## src/rtl/mux_arb_pkg.sv

```systemverilog
// -----------------------------------------------------------------------------
// mux_arb_pkg
// Shared constants, state type and helpers for the 4-way round-robin
// arbiter/mux (mux_rr_arbiter_4) and its priority picker (rr_pick_4).
//   C_NUM_REQ   : number of requesters
//   C_SEL_W     : width of a requester index
//   t_arb_state : output-buffer state (empty / holding a word)
//   next_rr()   : wrap-around increment of a requester index
// -----------------------------------------------------------------------------
package mux_arb_pkg;

    localparam int C_NUM_REQ = 4;
    localparam int C_SEL_W   = 2;

    typedef enum logic {
        ST_IDLE = 1'b0,
        ST_FULL = 1'b1
    } t_arb_state;

    // Index following 'last' in round-robin order; 3 wraps to 0.
    function automatic logic [C_SEL_W-1:0] next_rr(input logic [C_SEL_W-1:0] last);
        return last + C_SEL_W'(1);
    endfunction

endpackage

```

## src/rtl/rr_pick_4.sv

```systemverilog
// -----------------------------------------------------------------------------
// rr_pick_4
// Combinational round-robin picker. Searches the request vector starting at
// the index after i_Last and wrapping, and returns the first set request.
// Ports:
//   i_Req   [3:0] : request vector (already masked by the caller if needed)
//   i_Last  [1:0] : index of the most recent grant (lowest priority now)
//   o_Grant [3:0] : one-hot grant, all zero when no request
//   o_Index [1:0] : index of the granted requester (0 when none)
//   o_Any         : at least one request present
// -----------------------------------------------------------------------------
module rr_pick_4
    import mux_arb_pkg::*;
(
    input  logic [C_NUM_REQ-1:0] i_Req,
    input  logic [C_SEL_W-1:0]   i_Last,
    output logic [C_NUM_REQ-1:0] o_Grant,
    output logic [C_SEL_W-1:0]   o_Index,
    output logic                 o_Any
);

    logic [C_SEL_W-1:0] cand;
    logic               found;

    always_comb begin
        cand    = '0;
        found   = 1'b0;
        o_Index = '0;
        // Priority order: i_Last+1, i_Last+2, i_Last+3, i_Last (all mod 4).
        for (int j = 0; j < C_NUM_REQ; j++) begin
            cand = next_rr(i_Last) + C_SEL_W'(j);
            if (!found && i_Req[cand]) begin
                found   = 1'b1;
                o_Index = cand;
            end
        end
        o_Any   = found;
        o_Grant = found ? (C_NUM_REQ'(1) << o_Index) : '0;
    end

endmodule

```

## src/rtl/mux_rr_arbiter_4.sv

```systemverilog
// -----------------------------------------------------------------------------
// mux_rr_arbiter_4
// Shares one g_WIDTH-bit output channel between 4 requesters. Each accept
// slot a round-robin winner is chosen, its word is selected by a 4:1 mux and
// registered into a 1-entry output buffer. Valid/ready on both sides; a full
// buffer being drained can accept a new word on the same edge (1 word/cycle).
//
// Optional feature (macro MUX_RR_ARBITER_LOCK_EN): adds i_Lock[3:0]. A
// transfer from k with i_Lock[k]=1 locks the arbiter to k until a transfer
// from k with i_Lock[k]=0.
//
// Ports:
//   i_Clk, i_Reset        : clock, synchronous active-high reset
//   i_Valid [3:0]         : per-requester valid
//   i_Data1..i_Data4      : data of requesters 0..3
//   i_Lock  [3:0]         : lock request per requester (lock build only)
//   o_Ready [3:0]         : one-hot accept strobe (combinational)
//   o_Valid               : buffer holds a word
//   o_Data                : buffered word
//   o_Select [1:0]        : requester index of the buffered word
//   i_Ready               : downstream accepts o_Data this cycle
// -----------------------------------------------------------------------------
module mux_rr_arbiter_4
    import mux_arb_pkg::*;
#(
    parameter int g_WIDTH = 8
) (
    input  logic                 i_Clk,
    input  logic                 i_Reset,
    input  logic [C_NUM_REQ-1:0] i_Valid,
    input  logic [g_WIDTH-1:0]   i_Data1,
    input  logic [g_WIDTH-1:0]   i_Data2,
    input  logic [g_WIDTH-1:0]   i_Data3,
    input  logic [g_WIDTH-1:0]   i_Data4,
`ifdef MUX_RR_ARBITER_LOCK_EN
    input  logic [C_NUM_REQ-1:0] i_Lock,
`endif
    output logic [C_NUM_REQ-1:0] o_Ready,
    output logic                 o_Valid,
    output logic [g_WIDTH-1:0]   o_Data,
    output logic [C_SEL_W-1:0]   o_Select,
    input  logic                 i_Ready
);

    t_arb_state           state_q, state_d;
    logic [C_SEL_W-1:0]   last_q;
    logic [g_WIDTH-1:0]   data_q;
    logic [C_SEL_W-1:0]   sel_q;

    logic [C_NUM_REQ-1:0] req_elig;
    logic [C_NUM_REQ-1:0] pick_grant;
    logic [C_SEL_W-1:0]   pick_idx;
    logic                 pick_any;
    logic                 slot;
    logic                 load;
    logic [g_WIDTH-1:0]   mux_data;

`ifdef MUX_RR_ARBITER_LOCK_EN
    logic                 lock_q;
    logic [C_SEL_W-1:0]   lock_own_q;

    // While locked only the owner may compete, even if it is not requesting.
    assign req_elig = lock_q ? (i_Valid & (C_NUM_REQ'(1) << lock_own_q)) : i_Valid;
`else
    assign req_elig = i_Valid;
`endif

    rr_pick_4 u_pick (
        .i_Req   (req_elig),
        .i_Last  (last_q),
        .o_Grant (pick_grant),
        .o_Index (pick_idx),
        .o_Any   (pick_any)
    );

    // A slot exists when the buffer is empty or is being drained this cycle.
    assign slot = (state_q == ST_IDLE) || ((state_q == ST_FULL) && i_Ready);
    assign load = slot && pick_any && !i_Reset;

    always_comb begin
        case (pick_idx)
            2'd0:    mux_data = i_Data1;
            2'd1:    mux_data = i_Data2;
            2'd2:    mux_data = i_Data3;
            default: mux_data = i_Data4;
        endcase
    end

    // State register
    always_ff @(posedge i_Clk) begin
        if (i_Reset) begin
            state_q <= ST_IDLE;
        end else begin
            state_q <= state_d;
        end
    end

    // Next-state logic
    always_comb begin
        state_d = state_q;
        case (state_q)
            ST_IDLE: if (load) state_d = ST_FULL;
            ST_FULL: if (i_Ready && !load) state_d = ST_IDLE;
            default: state_d = ST_IDLE;
        endcase
    end

    // Output logic
    always_comb begin
        o_Ready  = load ? pick_grant : '0;
        o_Valid  = (state_q == ST_FULL);
        o_Data   = data_q;
        o_Select = sel_q;
    end

    // Buffer and round-robin pointer; both only move on a transfer in.
    always_ff @(posedge i_Clk) begin
        if (i_Reset) begin
            data_q <= '0;
            sel_q  <= '0;
            last_q <= C_SEL_W'(C_NUM_REQ - 1);
        end else if (load) begin
            data_q <= mux_data;
            sel_q  <= pick_idx;
            last_q <= pick_idx;
        end
    end

`ifdef MUX_RR_ARBITER_LOCK_EN
    // Only the owner can transfer while locked, so the new lock state is
    // simply the lock bit presented with the accepted word.
    always_ff @(posedge i_Clk) begin
        if (i_Reset) begin
            lock_q     <= 1'b0;
            lock_own_q <= '0;
        end else if (load) begin
            lock_q     <= i_Lock[pick_idx];
            lock_own_q <= pick_idx;
        end
    end
`endif

endmodule

```

## config.mk

```make
export PLATFORM = sky130hd
export DESIGN_NAME = mux_rr_arbiter_4
export DESIGN_NICKNAME = d
export VERILOG_FILES = /design/src/rtl/mux_arb_pkg.sv /design/src/rtl/rr_pick_4.sv /design/src/rtl/mux_rr_arbiter_4.sv
export SDC_FILE = /design/constraint.sdc
export NUM_CORES = 1
export LEC_CHECK = 0
export BUFFER_PORTS_ARGS = -buffer_cell sky130_fd_sc_hd__buf_2
export CAP_MARGIN = 20
export CORE_MARGIN = 1.5
export CORE_UTILIZATION = 44
export DETAILED_ROUTE_END_ITERATION = 6
export HOLD_SLACK_MARGIN = 0.05
export PLACE_DENSITY = 0.82
export SLEW_MARGIN = 15
export SYNTH_ARGS = -nofsm -noshare
export SYNTH_HDL_FRONTEND = slang
export SYNTH_HIERARCHICAL = 1
export SYNTH_SLANG_ARGS = --single-unit
```

## constraint.sdc

```tcl
create_clock -name i_Clk -period 3.6 [get_ports i_Clk]
set_clock_uncertainty 0.05 [all_clocks]
set_input_delay 0.36 -clock i_Clk [delete_from_list [all_inputs] [get_ports i_Clk]]
set_output_delay 0.36 -clock i_Clk [all_outputs]
set_load 0.02 [all_outputs]
```

==> summary.md, run 1 <==
| Metric | Value |
|---|---|
| Overflow after GRT | `0` |
| CTS tree | `done` |
| Max Root-Sink Buffers | `2` |
| Net count, final | `around 170` |
| Mapped Cells | `81` |
| Buf/Inv on CP | `0` |
| Warnings, synthesis | `6` |
| Chip Height | `around 47 µm` |
| Root Buffer | `clkbuf_4` |
| Slowest cell on crit path | `a221oi_2` |
| Initial DRC count | `20` |
| MaxCap Viol Count | `0` |
| Port Buffers | `53` |
| Post-CTS setup buffer count | `0` |
| Hold path depth | `2` |
| Seq/Total Area, Yosys | `about 31%` |
| Reg2reg path depth | `5` |
| Vias in the first global route | `~740` |
| Worst EP arrival | `2.46 ns` |
| Final worst-path cycle share | `65.0%` |
| Hold_buf cts | `0` |
| Drt total wl | `between 2000 and 2500 µm` |
| HP Class | `input port to register` |
| Fmax | `~430 MHz` |
| Fill cells | `approximately 180` |
| Crit start category | `register` |
| Drt pass-1 iters | `4` |
| Worst-path clk slew | `roughly 0.080 ns` |
| Latest clock arrival within the worst-skew pair | `between 0.2 and 0.3 ns` |
| Worst reg2reg path endpoint | `o_Data[1]$_SDFFE_PP0P_` |
| RSZ-0062 raised after global routing | `false` |
| Register area | `260 µm²` |
| Critical Path RT | `3.72 ns` |
| ANT cells | `0` |
| Layout area overhead | `34.4%` |
| Layout cell share with drive strength beyond 1 | `between 50 and 60%` |
| Final WS setup | `1.26 ns` |
| P per Cell Area | `between 300 and 400 nW/µm²` |
| End of the worst hold path | `o_Valid$_SDFF_PP0_` |
| Die width | `46.9 µm` |
| Hold Vio Cnt, Final | `0` |
| Ports | `54` |
| Starting Density | `between 40% and 50%` |
| DR vias/cell | `approximately 5.4` |
| Slew of the pin with the lowest slew margin | `around 0.9 ns` |
| Pre-CTS setup slack | `1.23 ns` |
| Final slew viol count | `0` |
| Critical path class | `register to register` |
| Pin count of the biggest net entering global routing | `15` |
| Multi-input gate area | `between 500 and 600 µm²` |
| H-tree level count | `1` |
| Mapped Area | `between 800 and 900 µm²` |
| Num rows | `15` |
| Crit end category | `register` |
| Final setup fails | `0` |
| DRC viols | `0` |
| Antenna viol nets, final | `0` |
| Leakage Power | `0.573 nW` |
| Status | `complete, no violations` |
| Post-route minimum period | `between 2 and 2.5 ns` |
| R2r setup slk | `1.26 ns` |
| Die area | `roughly 2200 µm²` |
| Most frequent CP cell | `a22o_1` |
| GRT Util Overall | `between 10% and 20%` |
| WHS | `around 0.27 ns` |
| Post-CTS Resized | `0` |
| Final TNS setup | `0 ns` |
| Slew HR | `between 30% and 40%` |
| Unique masters post-synth | `28` |
| Hpwl dp | `around 1700 µm` |
| CP peak stage delay | `~0.77 ns` |
| Top cell type by total area after synthesis | `dfxtp_1` |
| Share of the synthesized area in the top cell type | `30.7%` |
| Synth area leaders | `dfxtp_1 (31%), mux4_2 (21%), a22o_1 (10%)` |
| Critical Path Fanout Max | `10` |
| VDD IR-drop max | `between 0.3 and 0.4 mV` |
| Syn nets | `120` |
| Mean Syn Cell Area | `around 10 µm²` |
| FF-to-FF Start | `last_q[0]$_SDFFE_PP1P_` |
| Count of state elements after synthesis | `13` |
| Total CTS buffers | `3` |
| Cell Chain, Critical Path | `nand2b_4 > a22o_1 > a221oi_2 > mux4_2 > a22o_1` |
| Antenna violations before repair | `0` |
| WL per Instance | `13.9 µm` |
| Global-route wire length before repair | `just over 3000 µm` |
| Core Area | `roughly 1800 µm²` |
| Placer congestion estimate | `just under 0.9` |
| Hold_sp | `i_Reset` |
| Delay-heaviest family, CP | `compound AO/OA/AOI/OAI gates` |
| Vias post-DR | `roughly 860` |
| Sink Count | `13` |
## synthesized netlist by cell type
cell type	n
a22o_2	1
nand2_1	2
mux4_2	8
a221oi_2	1
a21oi_1	7
o21a_1	1
o221a_2	1
buf_6	1
buf_4	1
nor2_1	4
buf_2	3
dfxtp_1	13
o221ai_1	1
inv_1	5
a22oi_1	1
nor2b_1	2
and2b_2	1
and2_1	4
nand2b_1	5
o2bb2ai_1	1
nand3_1	1
clkbuf_2	1
a21o_2	1
nor4_1	2
a22o_1	10
nor3_2	1
a221oi_1	1
nand2b_4	1
## where the power goes
part / internal, W / switching (W) / total (W)
clock: 0.0000429 / 0.0000451 / 0.0000880
sequential: 0.000161 / 0.0000140 / 0.000175
combinational: 0.0000845 / 0.0000792 / 0.000164
total: 0.000289 / 0.000138 / 0.000427
## layout make-up
class                      count  area share (%)
tap                           25            2.74
inverter                       5            1.65
sequential                    13            22.8
multi-input combinational     57            46.5
timing repair buffer          54            23.9
clock buffer                   4            2.31
## worst register-to-register path: stages, from the launching register on
cell and delay [ns]:
dfxtp_1 0.39, nand2b_4 0.18, a22o_1 0.19, a221oi_2 0.77, mux4_2 0.42, a22o_1 0.23
## state kept, by name, indices dropped and copies added, names as in the netlist
name      count
o_Valid       1
o_Select      2
o_Data        8
last_q        2
## worst max-delay path by stage
stage | startpoint | endpoint | slack [ns] | cells past startpoint
after detailed placement | i_Valid[3] | o_Data[1]$_SDFFE_PP0P_ | 1.23 | 6
final | last_q[0]$_SDFFE_PP1P_ | o_Data[1]$_SDFFE_PP0P_ | 1.26 | 5
after floorplan | i_Valid[3] | o_Data[1]$_SDFFE_PP0P_ | 1.70 | 7
after CTS | last_q[0]$_SDFFE_PP1P_ | o_Data[1]$_SDFFE_PP0P_ | 1.29 | 5
after global placement | i_Valid[3] | o_Data[1]$_SDFFE_PP0P_ | 1.28 | 6
after global routing | i_Valid[3] | o_Ready[2] | 1.10 | 7
## stage by stage
stage | instances | total power, W | cell area [µm²] | utilization, %
finish | 158 | 0.000427 | 1140 | 64.6
CTS | 158 | 0.000431 | 1140 | 64.6
global route | 158 | 0.000448 | 1140 | 64.6
global placement | 154 | 0.000338 | 1110 | 63.1
floorplan | 81 | 0.000293 | 848 | -
detailed placement | 154 | 0.000343 | 1110 | 63.1
## placed cells by master, fill, tap and decap left out, types with 2 or more instances in the layout
cell type	instances
a21oi_1	7
a22o_1	10
and2_1	4
buf_2	53
clkbuf_4	3
dfxtp_1	13
inv_1	5
mux4_2	8
nand2_1	2
nand2b_1	5
nor2_1	4
nor2b_1	2
nor4_1	2
## layer usage
| metal | vias up | share of wire, % | GRT usage [%] |
|---|---|---|---|
| met5 | - | 0 | 0 |
| met4 | 0 | 0.27 | 1.67 |
| met3 | 2 | 6.7 | 6.15 |
| met2 | 27 | 52 | 34.8 |
| met1 | 410 | 40 | 23.7 |
| li1 | 417 | - | - |
## logic make-up (layout without fill, tap and decap cells)
| family | after synthesis | in the layout | synth area share, % |
|---|---|---|---|
| AO/OA/AOI/OAI | 26 | 26 | 24.6 |
| buffers and inverters | 11 | 63 | 6.78 |
| flip-flops | 13 | 13 | 30.7 |
| AND/OR/NAND/NOR | 23 | 23 | 16.7 |
| multiplexers | 8 | 8 | 21.2 |
Power figures use the tool's default switching activity.
==> run 2: changes to the inputs <==
- ABC_AREA: unset -> 1
- CORE_UTILIZATION: 44 -> 41
- PLACE_DENSITY: 0.82 -> 0.75
- clock period: 3.6 -> 2.1 ns (I/O delays scaled with it)
==> run 2 against run 1 <==
Largest power group is now combinational logic. Synthesized area up 25%. Largest cell class unchanged. Die area up 32%. Final cell count up 76%. First-iteration DRC count up 30%. The run now ends with negative setup slack left. Synthesized cell count up 120%. Sequential cell count unchanged. Power rose to 7.1 times the previous value.
==> summary.md, run 2 <==
| Metric | Value |
|---|---|
| Synth Area in Compound Gates | `8.47% (was 24.6%)` |
| Met1 Routed Length | `1450 µm (was 890 µm)` |
| GRT Util Overall | `20.9% (was 19.4%)` |
| Net count, final | `288 (was 173)` |
| Post-synth top cells | `nand2_1 (62), nand3_1 (22), nor2_1 (22) (was dfxtp_1 (13), a22o_1 (10), mux4_2 (8))` |
| Post-route minimum period | `about 2.1 ns` |
| Die width | `53.9 µm (was 46.9 µm)` |
| Vias post-DR | `1342 (was 856)` |
| Syn nets | `219 (was 120)` |
| Placer congestion estimate | `0.830 (was 0.883)` |
| Layout cell share with drive strength beyond 1 | `48.8% (was 54.1%)` |
| Pin count of the biggest net entering global routing | `11 (was 15)` |
| Crit start category | `register (unchanged)` |
| Mean Syn Cell Area | `5.91 µm² (was 10.5 µm²)` |
| Critical Path RT | `1.84 ns (was 3.72 ns)` |
| Overflow after GRT | `0 (unchanged)` |
| Unique masters post-synth | `21 (was 28)` |
| Fill cells | `240 (was 177)` |
| Post-Synth Adder-Cell Area | `0% (unchanged)` |
| Core Area | `2450 µm² (was 1760 µm²)` |
| Count of state elements after synthesis | `13 (unchanged)` |
| Top Layer Used | `met4 (unchanged)` |
| Critical Path Fanout Max | `8 (was 10)` |
| Crit end category | `output pin (was register)` |
| Layout area overhead | `51.1% (was 34.4%)` |
| Reg2reg path depth | `17 (was 5)` |
| Final TNS setup | `-0.0229 ns (was 0 ns)` |
| WHS | `0.0852 ns (was 0.267 ns)` |
| Antenna violations before repair | `0 (unchanged)` |
| Fmax | `472 MHz` |
| Mapped Cells | `180 (was 81)` |
| Drt total wl | `3160 µm (was 2200 µm)` |
| CTS tree | `done (unchanged)` |
| Final slew viol count | `0 (unchanged)` |
| Max Root-Sink Buffers | `2 (unchanged)` |
| Worst-path clk slew | `0.10 ns (was 0.08 ns)` |
| Port Buffers | `53 (unchanged)` |
| DR vias/cell | `4.83 (was 5.42)` |
| Vias in the first global route | `1089 (was 743)` |
| Antenna viol nets, final | `0 (unchanged)` |
| DRC viols | `0 (unchanged)` |
| Failing checks | `negative setup slack` |
| Drt pass-1 iters | `4 (unchanged)` |
| Ys async rst share | `0% (unchanged)` |
| Worst EP arrival | `1.86 ns (was 2.46 ns)` |
| Register area | `268 µm² (was 260 µm²)` |
| Hold_buf cts | `0 (unchanged)` |
| Slew HR | `86.9% (was 38.7%)` |
| Final WS setup | `-0.0167 ns (was 1.26 ns)` |
| H-tree level count | `1 (unchanged)` |
| Slew of the pin with the lowest slew margin | `0.196 ns (was 0.920 ns)` |
| Largest family of logic cells by synthesized area | `simple AND/OR/NAND/NOR gates (was compound AO/OA/AOI/OAI gates)` |
| Met3 wire length | `134 µm (was 148 µm)` |
| Hold Vio Cnt, Final | `0 (unchanged)` |
| Leakage Power | `0.919 nW (was 0.573 nW)` |
| ANT cells | `0 (unchanged)` |
| Post-synth EDFFs | `0 (unchanged)` |
| Root Buffer | `clkbuf_4 (unchanged)` |
| Met2 routed WL | `1540 µm (was 1160 µm)` |
| Ports | `54 (unchanged)` |
| Initial DRC count | `26 (was 20)` |
| Hpwl dp | `2140 µm (was 1710 µm)` |
| Final setup fails | `2 (was 0)` |
| Mapped Area | `1060 µm² (was 848 µm²)` |
| Chip Height | `53.9 µm (was 46.9 µm)` |
| P per Cell Area | `1880 nW/µm² (was 375 nW/µm²)` |
| RSZ-0062 raised after global routing | `true (was false)` |
| R2r setup slk | `0.14 ns (was 1.26 ns)` |
| XOR/XNOR share of the synthesized area | `0% (unchanged)` |
| Multiplexer share of the synthesized area | `0% (was 21.2%)` |
| Share of the synthesized area in the top cell type | `24.5% (was 30.7%)` |
| Pre-CTS setup slack | `0.0313 ns (was 1.23 ns)` |
| Commonest non-fill, non-tap cell in the layout | `buf_2 (unchanged)` |
| Die area | `2910 µm² (was 2200 µm²)` |
| Num rows | `18 (was 15)` |
| Final worst-path cycle share | `101%` |
| Status | `finished with violations (was complete, no violations)` |
| Max FFs per register | `8 (unchanged)` |
| Global-route wire length before repair | `4500 µm (was 3070 µm)` |
| Sink Count | `13 (unchanged)` |
| Commonest register cell after synthesis | `dfxtp_1 (unchanged)` |
| Simple-gate area share of the yosys netlist | `55.6% (was 16.7%)` |
| Seq/Total Area, Yosys | `24.5% (was 30.7%)` |
| MaxCap Viol Count | `0 (unchanged)` |
| Most common cell in the synthesized netlist | `nand2_1 (was dfxtp_1)` |
| Synth area leaders | `dfxtp_1 (24%), nand2_1 (22%), nand3_1 (10%) (was dfxtp_1 (31%), mux4_2 (21%), a22o_1 (10%))` |
| Critical path class | `register to output pin (was register to register)` |
| Hold path depth | `2 (unchanged)` |
| VDD IR-drop max | `1.18 mV (was 0.305 mV)` |
| Multi-input gate area | `791 µm² (was 531 µm²)` |
| Latest clock arrival within the worst-skew pair | `0.29 ns (was 0.27 ns)` |
| Most frequent cells in the layout | `buf_2 (49), nand2_1 (48), nor2_1 (21), nand3_1 (21), nand2_2 (17) (was buf_2 (53), dfxtp_1 (13), a22o_1 (10))` |
| Top cell type by total area after synthesis | `dfxtp_1 (unchanged)` |
| HP Class | `input port to register (unchanged)` |
| WL per Instance | `11.4 µm (was 13.9 µm)` |
| Starting Density | `43.3% (was 48.1%)` |
| Warnings, synthesis | `6 (unchanged)` |
| Total CTS buffers | `3 (unchanged)` |
## run 2: changes by cell type after synthesis, sizes merged, moves of 11 or more
cell	delta
a22o	-11
inv	+13
nand2	+74
nand3	+24
nor2	+21
o21ai	+12
## run 2: metrics by stage
step / utilization [%] / area, µm² / total power [W] / instances
after detailed placement: 56.0 / 1370 / 0.00231 / 266
after CTS: 60.1 / 1480 / 0.00265 / 276
after global routing: 65.4 / 1610 / 0.00331 / 278
after global placement: 56.0 / 1370 / 0.00228 / 266
after floorplan: - / 1060 / 0.00190 / 180
final: 65.4 / 1610 / 0.00301 / 278
## run 2: cell type report
class	instances	share of cell area, %
Sequential cell	13	16.7
Tap cell	30	2.34
Clock buffer	4	1.64
Timing Repair Buffer	68	25.1
Multi-Input combinational cell	144	49.2
Inverter	19	5.06
## run 2: cells by family (layout without fill, tap and decap cells)
group	after synthesis	after routing
AOI/OAI and AO/OA	16	16
and+or+nand+nor	128	128
DFF	13	13
buffers and inverters	23	91
## run 2: where the power goes
group / switching (W) / total, W / internal, W / leakage [nW]
Combinational: 0.00144 / 0.00241 / 0.000962 / 0.796
Sequential: 0.0000861 / 0.000437 / 0.000351 / 0.108
Clock: 0.0000968 / 0.000171 / 0.0000737 / 0.0150
Total: 0.00163 / 0.00301 / 0.00139 / 0.919
## run 2: critical path: stages, from the launching register on
cell and delay [ns]:
dfxtp_4 0.44, inv_8 0.07, nand2_4 0.08, nand2_4 0.07, nand2_2 0.06, nand2_2 0.07, nand2_2 0.09, nand2_2 0.07
nor2_2 0.11, nand2_2 0.08, a21oi_2 0.12, inv_1 0.04, nor2_1 0.10, buf_4 0.15
## run 2: worst paths after layout
kind	start	end
min	i_Reset	o_Valid$_SDFF_PP0_
max	last_q[0]$_SDFFE_PP1P_	o_Ready[1]
max reg2reg	last_q[0]$_SDFFE_PP1P_	o_Data[1]$_SDFFE_PP0P_
min reg2reg	o_Data[1]$_SDFFE_PP0P_	o_Data[1]$_SDFFE_PP0P_
## run 2: what timing repair did
| action | in CTS | in global routing |
|---|---|---|
| resized for setup | 10 | 40 |
| cloned | 0 | 0 |
| setup endpoints to repair | 4 | 12 |
| pin swaps | 3 | 19 |
| buffers inserted | 6 | 2 |
## run 2: per-layer routing
layer	GRT usage [%]	vias to the layer above
met4	10.7	0
li1	-	705
met5	0	-
met2	33.3	37
met3	1.39	4
met1	28.1	596
